File: src/rtl/p_addsub_pkg.sv
// Shared definitions for the multi-cycle packed add/subtract unit:
// FSM state encoding, pack-width decode and lane-start mask helpers.
package p_addsub_pkg;

  typedef enum logic [1:0] {
    IDLE = 2'd0,
    RUN  = 2'd1,
    FIX  = 2'd2,
    DONE = 2'd3
  } state_t;

  // Narrowest requested lane: the highest set bit j of pw selects xlen>>j.
  function automatic int pw_to_width(input logic [6:0] pw, input int xlen);
    int w;
    w = xlen;
    for (int j = 0; j < 7; j++) begin
      if (pw[j] && ((xlen >> j) >= 2)) w = xlen >> j;
    end
    return w;
  endfunction

  // One bit per lane start (i mod w == 0); w is always a power of two.
  function automatic logic [63:0] lane_mask(input int w, input int xlen);
    logic [63:0] m;
    m = '0;
    for (int i = 0; i < 64; i++) begin
      if ((i < xlen) && ((i & (w - 1)) == 0)) m[i] = 1'b1;
    end
    return m;
  endfunction

endpackage

File: src/rtl/p_addsub_slice.sv
// Combinational SLICE-bit ripple adder whose carry chain restarts with
// the subtract bit at every lane start marked in restart.
module p_addsub_slice #(
  parameter int SLICE = 8
) (
  input  logic [SLICE-1:0] a,
  input  logic [SLICE-1:0] b,
  input  logic             c_in,
  input  logic [SLICE-1:0] restart,
  input  logic             sub,
  output logic [SLICE-1:0] sum,
  output logic             c_out,
  output logic [SLICE-1:0] cin_bits,
  output logic [SLICE-1:0] cout_bits
);

  always_comb begin : p_chain
    logic c;
    c         = c_in;
    sum       = '0;
    cin_bits  = '0;
    cout_bits = '0;
    for (int i = 0; i < SLICE; i++) begin
      cin_bits[i]  = restart[i] ? sub : c;
      sum[i]       = a[i] ^ b[i] ^ cin_bits[i];
      cout_bits[i] = (a[i] & b[i]) | (cin_bits[i] & (a[i] ^ b[i]));
      c            = cout_bits[i];
    end
    c_out = c;
  end

endmodule

File: src/rtl/p_addsub_mc.sv
// Multi-cycle packed add/subtract: SLICE bits per RUN cycle with a carry
// register between slices, then one FIX cycle for overflow and saturation.
module p_addsub_mc
  import p_addsub_pkg::*;
#(
  parameter int XLEN  = 32,
  parameter int SLICE = 8,
  parameter int PWW   = $clog2(XLEN)
) (
  input  logic              g_clk,
  input  logic              g_reset,
  input  logic              req_valid,
  output logic              req_ready,
  input  logic [XLEN-1:0]   req_lhs,
  input  logic [XLEN-1:0]   req_rhs,
  input  logic [PWW-1:0]    req_pw,
  input  logic              req_sub,
  input  logic              req_sat,
  output logic              rsp_valid,
  input  logic              rsp_ready,
  output logic [XLEN-1:0]   rsp_result,
  output logic [XLEN/2-1:0] rsp_ovf
);

  localparam int NSLICE = XLEN / SLICE;
  localparam int CW     = (NSLICE > 1) ? $clog2(NSLICE) : 1;

  state_t            state_reg, state_next;
  logic [XLEN-1:0]   lhs_reg, rhs_reg, mask_reg, result_reg, flip_reg;
  logic [PWW-1:0]    sel_reg;
  logic              sub_reg, sat_reg, carry_reg;
  logic [CW-1:0]     cnt_reg;
  logic [XLEN/2-1:0] ovf_reg;

  int                width_in;
  logic [XLEN-1:0]   mask_in;
  logic [PWW-1:0]    sel_in;
  int                base;
  logic              last_slice;

  assign width_in   = pw_to_width(7'(req_pw), XLEN);
  assign mask_in    = XLEN'(lane_mask(width_in, XLEN));
  assign base       = int'(cnt_reg) * SLICE;
  assign last_slice = (cnt_reg == CW'(NSLICE - 1));

  for (genvar gi = 0; gi < PWW; gi++) begin : g_sel
    assign sel_in[gi] = (width_in == (XLEN >> gi));
  end

  logic [SLICE-1:0] s_sum, s_cin, s_cout;
  logic             s_carry;

  p_addsub_slice #(.SLICE(SLICE)) u_slice (
    .a         (lhs_reg[base +: SLICE]),
    .b         (rhs_reg[base +: SLICE]),
    .c_in      (carry_reg),
    .restart   (mask_reg[base +: SLICE]),
    .sub       (sub_reg),
    .sum       (s_sum),
    .c_out     (s_carry),
    .cin_bits  (s_cin),
    .cout_bits (s_cout)
  );

  // flip_reg holds carry-in ^ carry-out per bit; only lane MSBs matter.
  logic [XLEN-1:0] flip_msb;
  assign flip_msb = flip_reg & {1'b1, mask_reg[XLEN-1:1]};

  logic [PWW-1:0][XLEN-1:0]   res_all;
  logic [PWW-1:0][XLEN/2-1:0] ovf_all;

  for (genvar gj = 0; gj < PWW; gj++) begin : g_width
    localparam int W  = XLEN >> gj;
    localparam int NL = XLEN / W;
    for (genvar gk = 0; gk < XLEN/2; gk++) begin : g_lane
      if (gk < NL) begin : g_live
        assign ovf_all[gj][gk] = |flip_msb[gk*W +: W];
      end else begin : g_pad
        assign ovf_all[gj][gk] = 1'b0;
      end
    end
    for (genvar gi = 0; gi < XLEN; gi++) begin : g_bit
      localparam int MSB = (gi / W) * W + W - 1;
      logic clamp;
      assign clamp = sat_reg && ovf_all[gj][gi / W];
      // Clamp pattern: MSB copies the lhs sign, lower bits take its inverse.
      if (gi == MSB) begin : g_msb
        assign res_all[gj][gi] = clamp ? lhs_reg[MSB] : result_reg[gi];
      end else begin : g_low
        assign res_all[gj][gi] = clamp ? ~lhs_reg[MSB] : result_reg[gi];
      end
    end
  end

  logic [XLEN-1:0]   fix_result;
  logic [XLEN/2-1:0] fix_ovf;

  always_comb begin
    fix_result = result_reg;
    fix_ovf    = '0;
    for (int j = 0; j < PWW; j++) begin
      if (sel_reg[j]) begin
        fix_result = res_all[j];
        fix_ovf    = ovf_all[j];
      end
    end
  end

  always_comb begin
    state_next = state_reg;
    case (state_reg)
      IDLE:    if (req_valid) state_next = RUN;
      RUN:     if (last_slice) state_next = FIX;
      FIX:     state_next = DONE;
      DONE:    if (rsp_ready) state_next = IDLE;
      default: state_next = IDLE;
    endcase
  end

  always_ff @(posedge g_clk or posedge g_reset) begin
    if (g_reset) state_reg <= IDLE;
    else         state_reg <= state_next;
  end

  always_ff @(posedge g_clk or posedge g_reset) begin
    if (g_reset) begin
      lhs_reg    <= '0;
      rhs_reg    <= '0;
      mask_reg   <= '0;
      result_reg <= '0;
      flip_reg   <= '0;
      sel_reg    <= '0;
      sub_reg    <= 1'b0;
      sat_reg    <= 1'b0;
      carry_reg  <= 1'b0;
      cnt_reg    <= '0;
      ovf_reg    <= '0;
    end else begin
      case (state_reg)
        IDLE: begin
          if (req_valid) begin
            lhs_reg   <= req_lhs;
            rhs_reg   <= req_rhs ^ {XLEN{req_sub}};
            mask_reg  <= mask_in;
            sel_reg   <= sel_in;
            sub_reg   <= req_sub;
            sat_reg   <= req_sat;
            carry_reg <= 1'b0;
            cnt_reg   <= '0;
          end
        end
        RUN: begin
          result_reg[base +: SLICE] <= s_sum;
          flip_reg[base +: SLICE]   <= s_cin ^ s_cout;
          carry_reg                 <= s_carry;
          cnt_reg                   <= last_slice ? '0 : cnt_reg + 1'b1;
        end
        FIX: begin
          result_reg <= fix_result;
          ovf_reg    <= fix_ovf;
        end
        default: ;
      endcase
    end
  end

  assign req_ready  = (state_reg == IDLE);
  assign rsp_valid  = (state_reg == DONE);
  assign rsp_result = result_reg;
  assign rsp_ovf    = ovf_reg;

endmodule

File: config.mk
export PLATFORM = sky130hd
export DESIGN_NAME = p_addsub_mc
export DESIGN_NICKNAME = d
export VERILOG_FILES = /design/src/rtl/p_addsub_pkg.sv /design/src/rtl/p_addsub_slice.sv /design/src/rtl/p_addsub_mc.sv
export SDC_FILE = /design/constraint.sdc
export NUM_CORES = 1
export LEC_CHECK = 0
export ABC_AREA = 1
export CAP_MARGIN = 20
export CORE_UTILIZATION = 45
export DETAILED_ROUTE_END_ITERATION = 8
export HOLD_SLACK_MARGIN = 0.12
export PLACE_DENSITY = 0.74
export SLEW_MARGIN = 25
export SYNTH_ARGS = -nofsm -noshare
export SYNTH_HDL_FRONTEND = slang
export SYNTH_HIERARCHICAL = 1
export SYNTH_SLANG_ARGS = --single-unit
File: constraint.sdc
create_clock -name g_clk -period 7.3 [get_ports g_clk]
set_input_delay 1.825 -clock g_clk [delete_from_list [all_inputs] [get_ports g_clk]]
set_output_delay 1.825 -clock g_clk [all_outputs]
set_load 0.02 [all_outputs]
### Word-level counts from Yosys, hierarchy flattened

Index checks and enable logic that the tools add are counted.

| word-level totals | value |
|---|---|
| flip-flop bits (word level) | 188 |
| latch bits | 0 |
| bits in writable memories | 0 |
| bits in read-only memories | 0 |
| output and inout bits | 50 |
| word-level logic and storage cells | 381 |
| memories kept | 0 |

| cells by class | value |
|---|---|
| add/sub/neg operators | 3 |
| $mul | 0 |
| divide/modulo/power cells | 0 |
| $lt $le $gt $ge | 0 |
| equal/unequal tests | 44 |
| shift operators | 6 |
| mux-type cells | 127 |
| bitwise logic cells | 59 |
| reductions and logical operators | 115 |

Operators by type and width:

| operator | count |
|---|---|
| 32-bit logical NOT | 31 |
| 32-bit two-way mux | 5 |
| 7-bit AND reduction | 16 |
| 1-bit two-way mux | 103 |
| 32-bit by 6-bit variable part select with 8-bit output | 3 |
| 8-bit by 33-bit variable part select with 32-bit output | 2 |
| 32-bit bitwise mux | 2 |
| 32-bit one-hot mux with 2 select lines | 1 |
| 3-bit inequality test (second input constant) | 16 |
| 5-bit negation with 33-bit output | 1 |
| 8-bit by 33-bit variable shift with 32-bit output (first input constant) | 1 |
| 32-bit AND | 1 |
| 4-bit inequality test (second input constant) | 8 |
| 16-bit OR reduction | 2 |
| 2-bit OR reduction | 16 |
| 32-bit OR reduction | 1 |
| 4-bit OR reduction | 8 |
| 8-bit OR reduction | 4 |
| 32-bit bitwise XOR | 1 |
| 1-bit logical AND | 31 |
| 6-bit two-way mux | 4 |
| 6-bit inequality test (second input constant) | 4 |
| 5-bit inequality test (second input constant) | 4 |
| 1-bit AND | 16 |
| other kinds (26) | 73 |

### Depth between registers and ports, before layout

| logic depth | value |
|---|---|
| depth after elaboration | 28 |
| mapped depth | 37 |
| gate-level depth less buffers | 34 |

### Modules after synthesis

The synthesis kept the hierarchy.

Modules (own cells, without submodules):

| module | times used | cells each | area an instance (um2) | seq. area each (um2) |
|---|---|---|---|---|
| p_addsub_mc | 1 | 1080 | 8286.7 | 3828.7 |
| p_addsub_slice | 1 | 42 | 292.8 | 0.0 |

### Worst setup path after synthesis

Ideal clock, no wire load.

| timing path | value |
|---|---|
| path type | flip-flop to flip-flop |
| start point | register cnt_reg[0] |
| end point | register result_reg[31] (netlist: rsp_result[31]) |
| data arrival time | 5.997 ns |
| data required time | 7.234 ns |
| setup slack | 1.237 ns |
| stages on the path, launching flop included | 38 |
| path buffers | 3 |
| path through | dfrtp_1 buf_2 inv_1 buf_2 buf_1 nor2_1 o22ai_1 inv_1 nand2_1 nand2_1 fa_1 nand2_1 nand2_1 fa_1 nand2_1 nand2_1 fa_1 nand2_1 (+2 left out) nand2_1 nand2_1 fa_1 nand2_1 nand2_1 fa_1 nand2_1 nand2_1 fa_1 nand2_1 nand2_1 fa_1 inv_1 nor2_1 nand2_1 o22ai_1 nand4_1 nand2_1 |

| between the ends | value |
|---|---|
| word-level cells in the longest chain between the ends | 27 |

RTL lines:

| item | RTL line | text |
|---|---|---|
| start, declared | p_addsub_mc.sv:32 | `logic [CW-1:0] cnt_reg;` |
| start signal, assigned | p_addsub_mc.sv:156 | `cnt_reg <= last_slice ? '0 : cnt_reg + 1'b1;` |
| 32-bit by 6-bit variable part select with 8-bit output | p_addsub_mc.sv:57 | `.restart (mask_reg[base +: SLICE]),` |
| 1-bit two-way mux | p_addsub_slice.sv:24 | `cin_bits[i] = restart[i] ? sub : c;` |
| named net s_cin[0] | p_addsub_mc.sv:50 | `logic [SLICE-1:0] s_sum, s_cin, s_cout;` |
| 1-bit AND | p_addsub_slice.sv:26 | `cout_bits[i] = (a[i] & b[i]) \| (cin_bits[i] & (a[i] ^ b[i]));` |
| 1-bit OR | p_addsub_slice.sv:26 |  |
| named net s_cout[0] | p_addsub_mc.sv:50 |  |
| 1-bit two-way mux | p_addsub_slice.sv:24 |  |
| named net s_cin[1] | p_addsub_mc.sv:50 |  |
| (+2 left out) | -- |  |
| named net s_cout[1] | p_addsub_mc.sv:50 |  |
| (+1 left out) | -- |  |
| named net s_cin[2] | p_addsub_mc.sv:50 |  |
| (+2 left out) | -- |  |
| named net s_cout[2] | p_addsub_mc.sv:50 |  |
| (+1 left out) | -- |  |
| named net s_cin[3] | p_addsub_mc.sv:50 |  |
| (+2 left out) | -- |  |
| named net s_cout[3] | p_addsub_mc.sv:50 |  |
| (+1 left out) | -- |  |
| named net s_cin[4] | p_addsub_mc.sv:50 |  |
| (+2 left out) | -- |  |
| named net s_cout[4] | p_addsub_mc.sv:50 |  |
| (+1 left out) | -- |  |
| named net s_cin[5] | p_addsub_mc.sv:50 |  |
| (+2 left out) | -- |  |
| named net s_cout[5] | p_addsub_mc.sv:50 |  |
| (+1 left out) | -- |  |
| named net s_cin[6] | p_addsub_mc.sv:50 |  |
| (+2 left out) | -- |  |
| named net s_cout[6] | p_addsub_mc.sv:50 |  |
| 1-bit two-way mux | p_addsub_slice.sv:24 |  |
| named net s_cin[7] | p_addsub_mc.sv:50 |  |
| 1-bit bitwise XOR | p_addsub_slice.sv:25 | `sum[i] = a[i] ^ b[i] ^ cin_bits[i];` |
| named net s_sum[7] | p_addsub_mc.sv:50 |  |
| 8-bit by 33-bit variable part select with 32-bit output | p_addsub_mc.sv:153 | `result_reg[base +: SLICE] <= s_sum;` |
| 32-bit bitwise mux | p_addsub_mc.sv:153 |  |
| 32-bit one-hot mux with 2 select lines | p_addsub_mc.sv:139 | `case (state_reg)` |
| end signal, assigned by index | p_addsub_mc.sv:153 |  |
| end signal, assigned | p_addsub_mc.sv:159 | `result_reg <= fix_result;` |
| end, declared | p_addsub_mc.sv:29 | `logic [XLEN-1:0] lhs_reg, rhs_reg, mask_reg, result_reg, flip_reg;` |

The timed path passes the listed nets, and every way through them passes these cells.
A chain may end at the register's enable or synchronous reset.

### Final worst setup path

| timing path | value |
|---|---|
| start point | register cnt_reg[0] |
| end point | register result_reg[15] (netlist: rsp_result[15]) |

The elaborated chain is that of the path after synthesis.

==> out/results.md <==
* **Setup Crit Path Kind** reg2reg
* **CP Buf/Inv Count** 3
* **NumNets Final** 1315
* **area post-placement** 9950 µm²
* **overall fraction of global-route tracks in use** 0.267
* **biggest cell delay along the critical path** 0.53 ns
* **number of cells upsized or downsized after cts** 0
* **kind of end point of the critical path** flop
* **met1 Resource Use GR** 0.384
* **First-pass DRT Iterations** 7
* **largest net degree at the start of global routing** 109
* **area of the core region** 18700 µm²
* **critical-path maximum fanout** 34
* **Cells after DPL** 1439
* **number of cells produced by synthesis** 1122
* **average cell area after synthesis** 7.65 µm²
* **final hold viol count** 0
* **final WL** 25000 µm
* **antenna violations before repair** 0
* **met3 track demand over resource in global routing** 0.0393
* **height of the die** 140 µm
* **Synth top cells by count** nand2_1 (365), dfrtp_1 (153), o21ai_0 (138)
* **period utilization** 0.869
* **buffer levels on the longest clock path** 2
* **Top Family by Delay on Critical Path** adder cells
* **total power** 5.19 mW
* **Sum Neg Setup Slack** 0 ns
* **run status** finished clean
* **deepest level of the CTS H-tree** 4
* **clock network latency to the later pin of the worst-skew pair** 0.43 ns
* **routed wirelength normalized by instance count** 17.0 µm
* **Required @ worst endpoint** 7.67 ns
* **Async SR Flop Fraction** 1.00
* **maximum achievable frequency** 158 MHz
* **drt first-iter violations** 676
* **top cells by area, synth** dfrtp_1 (45%), nand2_1 (16%), o21ai_0 (8.1%), nand3_1 (5.0%), xnor2_1 (3.7%)
* **launching element of the worst setup path** cnt_reg[0]
* **power per cell area** 494 nW/µm²
* **number of setup violations in the final report** 0
* **gr busiest metal** met2
* **worst-case clock skew** 0.0100 ns
* **startpoint of the tightest hold check path** rsp_result[26]
* **WHS** 0.469 ns
* **DR vias** 8013
* **buffer cell driving the clock tree root** clkbuf_16
* **post-route cell area** 10500 µm²
* **main flop type after synthesis** dfrtp_1
* **Detail Route Antenna Nets** 0
* **most used cell along the critical path** nand2_1
* **Post-CTS Hold Fix Bufs** 0
* **Die X-Extent** 140 µm
* **slew at the pin with the worst max-slew slack** 0.950 ns
* **EDFF count, synth** 0
* **CP max stage cell** fa_1
* **Setup crit start kind** flop
* **GP Congestion** 0.906
* **max-slew violations** 0
* **number of global-route vias before repair** 7418
* **final standard cell utilization of the core** 0.562
* **total clock buffers created by CTS** 17
* **sequential fraction of the synthesis area** 0.446
* **setup repair after global routing missed its margin** false
* **Finished Layout Cells** 1469
* **global-route met2 utilization** 0.417
* **final routed DRC violation total** 0
* **count of maximum capacitance violations** 0
* **most frequently used cell type in the post-synthesis netlist** nand2_1
* **I/O pins** 125
* **Num Clock Sinks** 153
* **row cnt** 50
* **yosys warns** 6
* **initial core utilization** 0.459
* **type of the tightest min-delay check** reg2reg
* **n_diodes** 0
* **reported leakage power** 4.89 nW
* **CTS tree** yes
* **area added between synthesis and finish** 22.5%
* **total die area** 19600 µm²
* **Final min period** 6.34 ns
* **total grt overflow** 0
* **count of input and output buffers** 123
* **fraction of final layout cells sized beyond drive strength 1** 0.0615
* **maximum vdd drop** 199 µV
* **area fraction of the dominant cell type after synthesis** 0.446
* **average via count per standard cell** 5.45
* **arrival time of data at the critical path endpoint** 6.71 ns
* **post-synthesis cell type count** 42
* **Setup WS pre-CTS** 1.01 ns
* **relative slew slack** 0.367
* **detailed-placement wirelength estimate** 18500 µm
* **summed instance area of the synthesized netlist** 8580 µm²
* **clock-pin transition on the worst setup and hold timing paths** 0.06 ns
* **cell type with the highest aggregate area in the netlist** dfrtp_1
* **final worst-path setup slack** 0.957 ns
* **RR Startpoint** cnt_reg[0]
* **Setup Fix Bufs, Post-CTS** 0
* **global-route wire length before repair** 40100 µm
* **Yosys reg bits** 153
[cells by family after synthesis]
logic type	count (synthesis)	synth area share
buffers and inverters	123	0.0592
other	1	0.000437
AND/OR/NAND/NOR	574	0.282
XOR/XNOR	36	0.0368
flip-flops	153	0.446
AO/OA/AOI/OAI	219	0.145
adder cells (fa/ha/maj)	16	0.0303
[cell type report]
class                   count  area [µm²]
repair buffers            134        1310
clock buffers              22         464
multi-input cells         853        4270
inverters                  65         249
well taps                 234         293
clock inverters             8        97.6
fillers                  1761        8190
flip-flops and latches    153        3830
[cell usage in the layout (no fill, tap or decap), types with 4 or more instances in the layout]
cell	count
or2_2	4
conb_1	8
a22oi_1	8
buf_4	11
clkbuf_16	17
o21bai_1	4
nor2_4	4
o22ai_1	20
inv_1	57
nor2_2	4
inv_2	5
nand3_1	85
nor2_1	76
ha_1	8
o31ai_1	5
fa_1	8
o21ai_1	5
clkdlybuf4s50_1	122
nand2_2	12
nand2_1	364
o21ai_0	138
xnor2_1	36
a21oi_1	16
o211ai_1	10
dfrtp_1	153
nand4_1	20
[layer usage]
layer  vias to the layer above  part of all wire
li1                       3894                 -
met1                      3776              0.46
met2                       314              0.46
met3                        29             0.061
met4                         0             0.017
met5                         -                 0
[worst register-to-register path: cells and delay by family, from the launching register on]
| family | cells | cell delay, ns |
|---|---|---|
| AND/OR/NAND/NOR | 20 | 1.66 |
| AO/OA/AOI/OAI | 3 | 0.60 |
| buffers and inverters | 3 | 0.45 |
| flip-flops | 1 | 0.35 |
| adder cells (fa/ha/maj) | 8 | 3.21 |
[worst paths after layout]
| path | end | slack [ns] | cells past startpoint |
|---|---|---|---|
| worst max-delay path | rsp_result[15] | 0.96 | 34 |
| worst min-delay path | rsp_result[26] | 0.47 | 2 |
| worst max register to register | rsp_result[15] | 0.96 | 34 |
| worst min register to register | rsp_result[26] | 0.47 | 2 |
| max in group asynchronous | rhs_reg[6] | 4.09 | 3 |
| min in group asynchronous | rhs_reg[8] | 1.96 | 2 |
[where the power goes]
group,internal [mW],switching [mW],leakage (nW)
clock,0.515,0.348,0.268
sequential,1.22,0.314,1.95
combinational,0.960,1.84,2.67
Power figures use the tool's default switching activity.
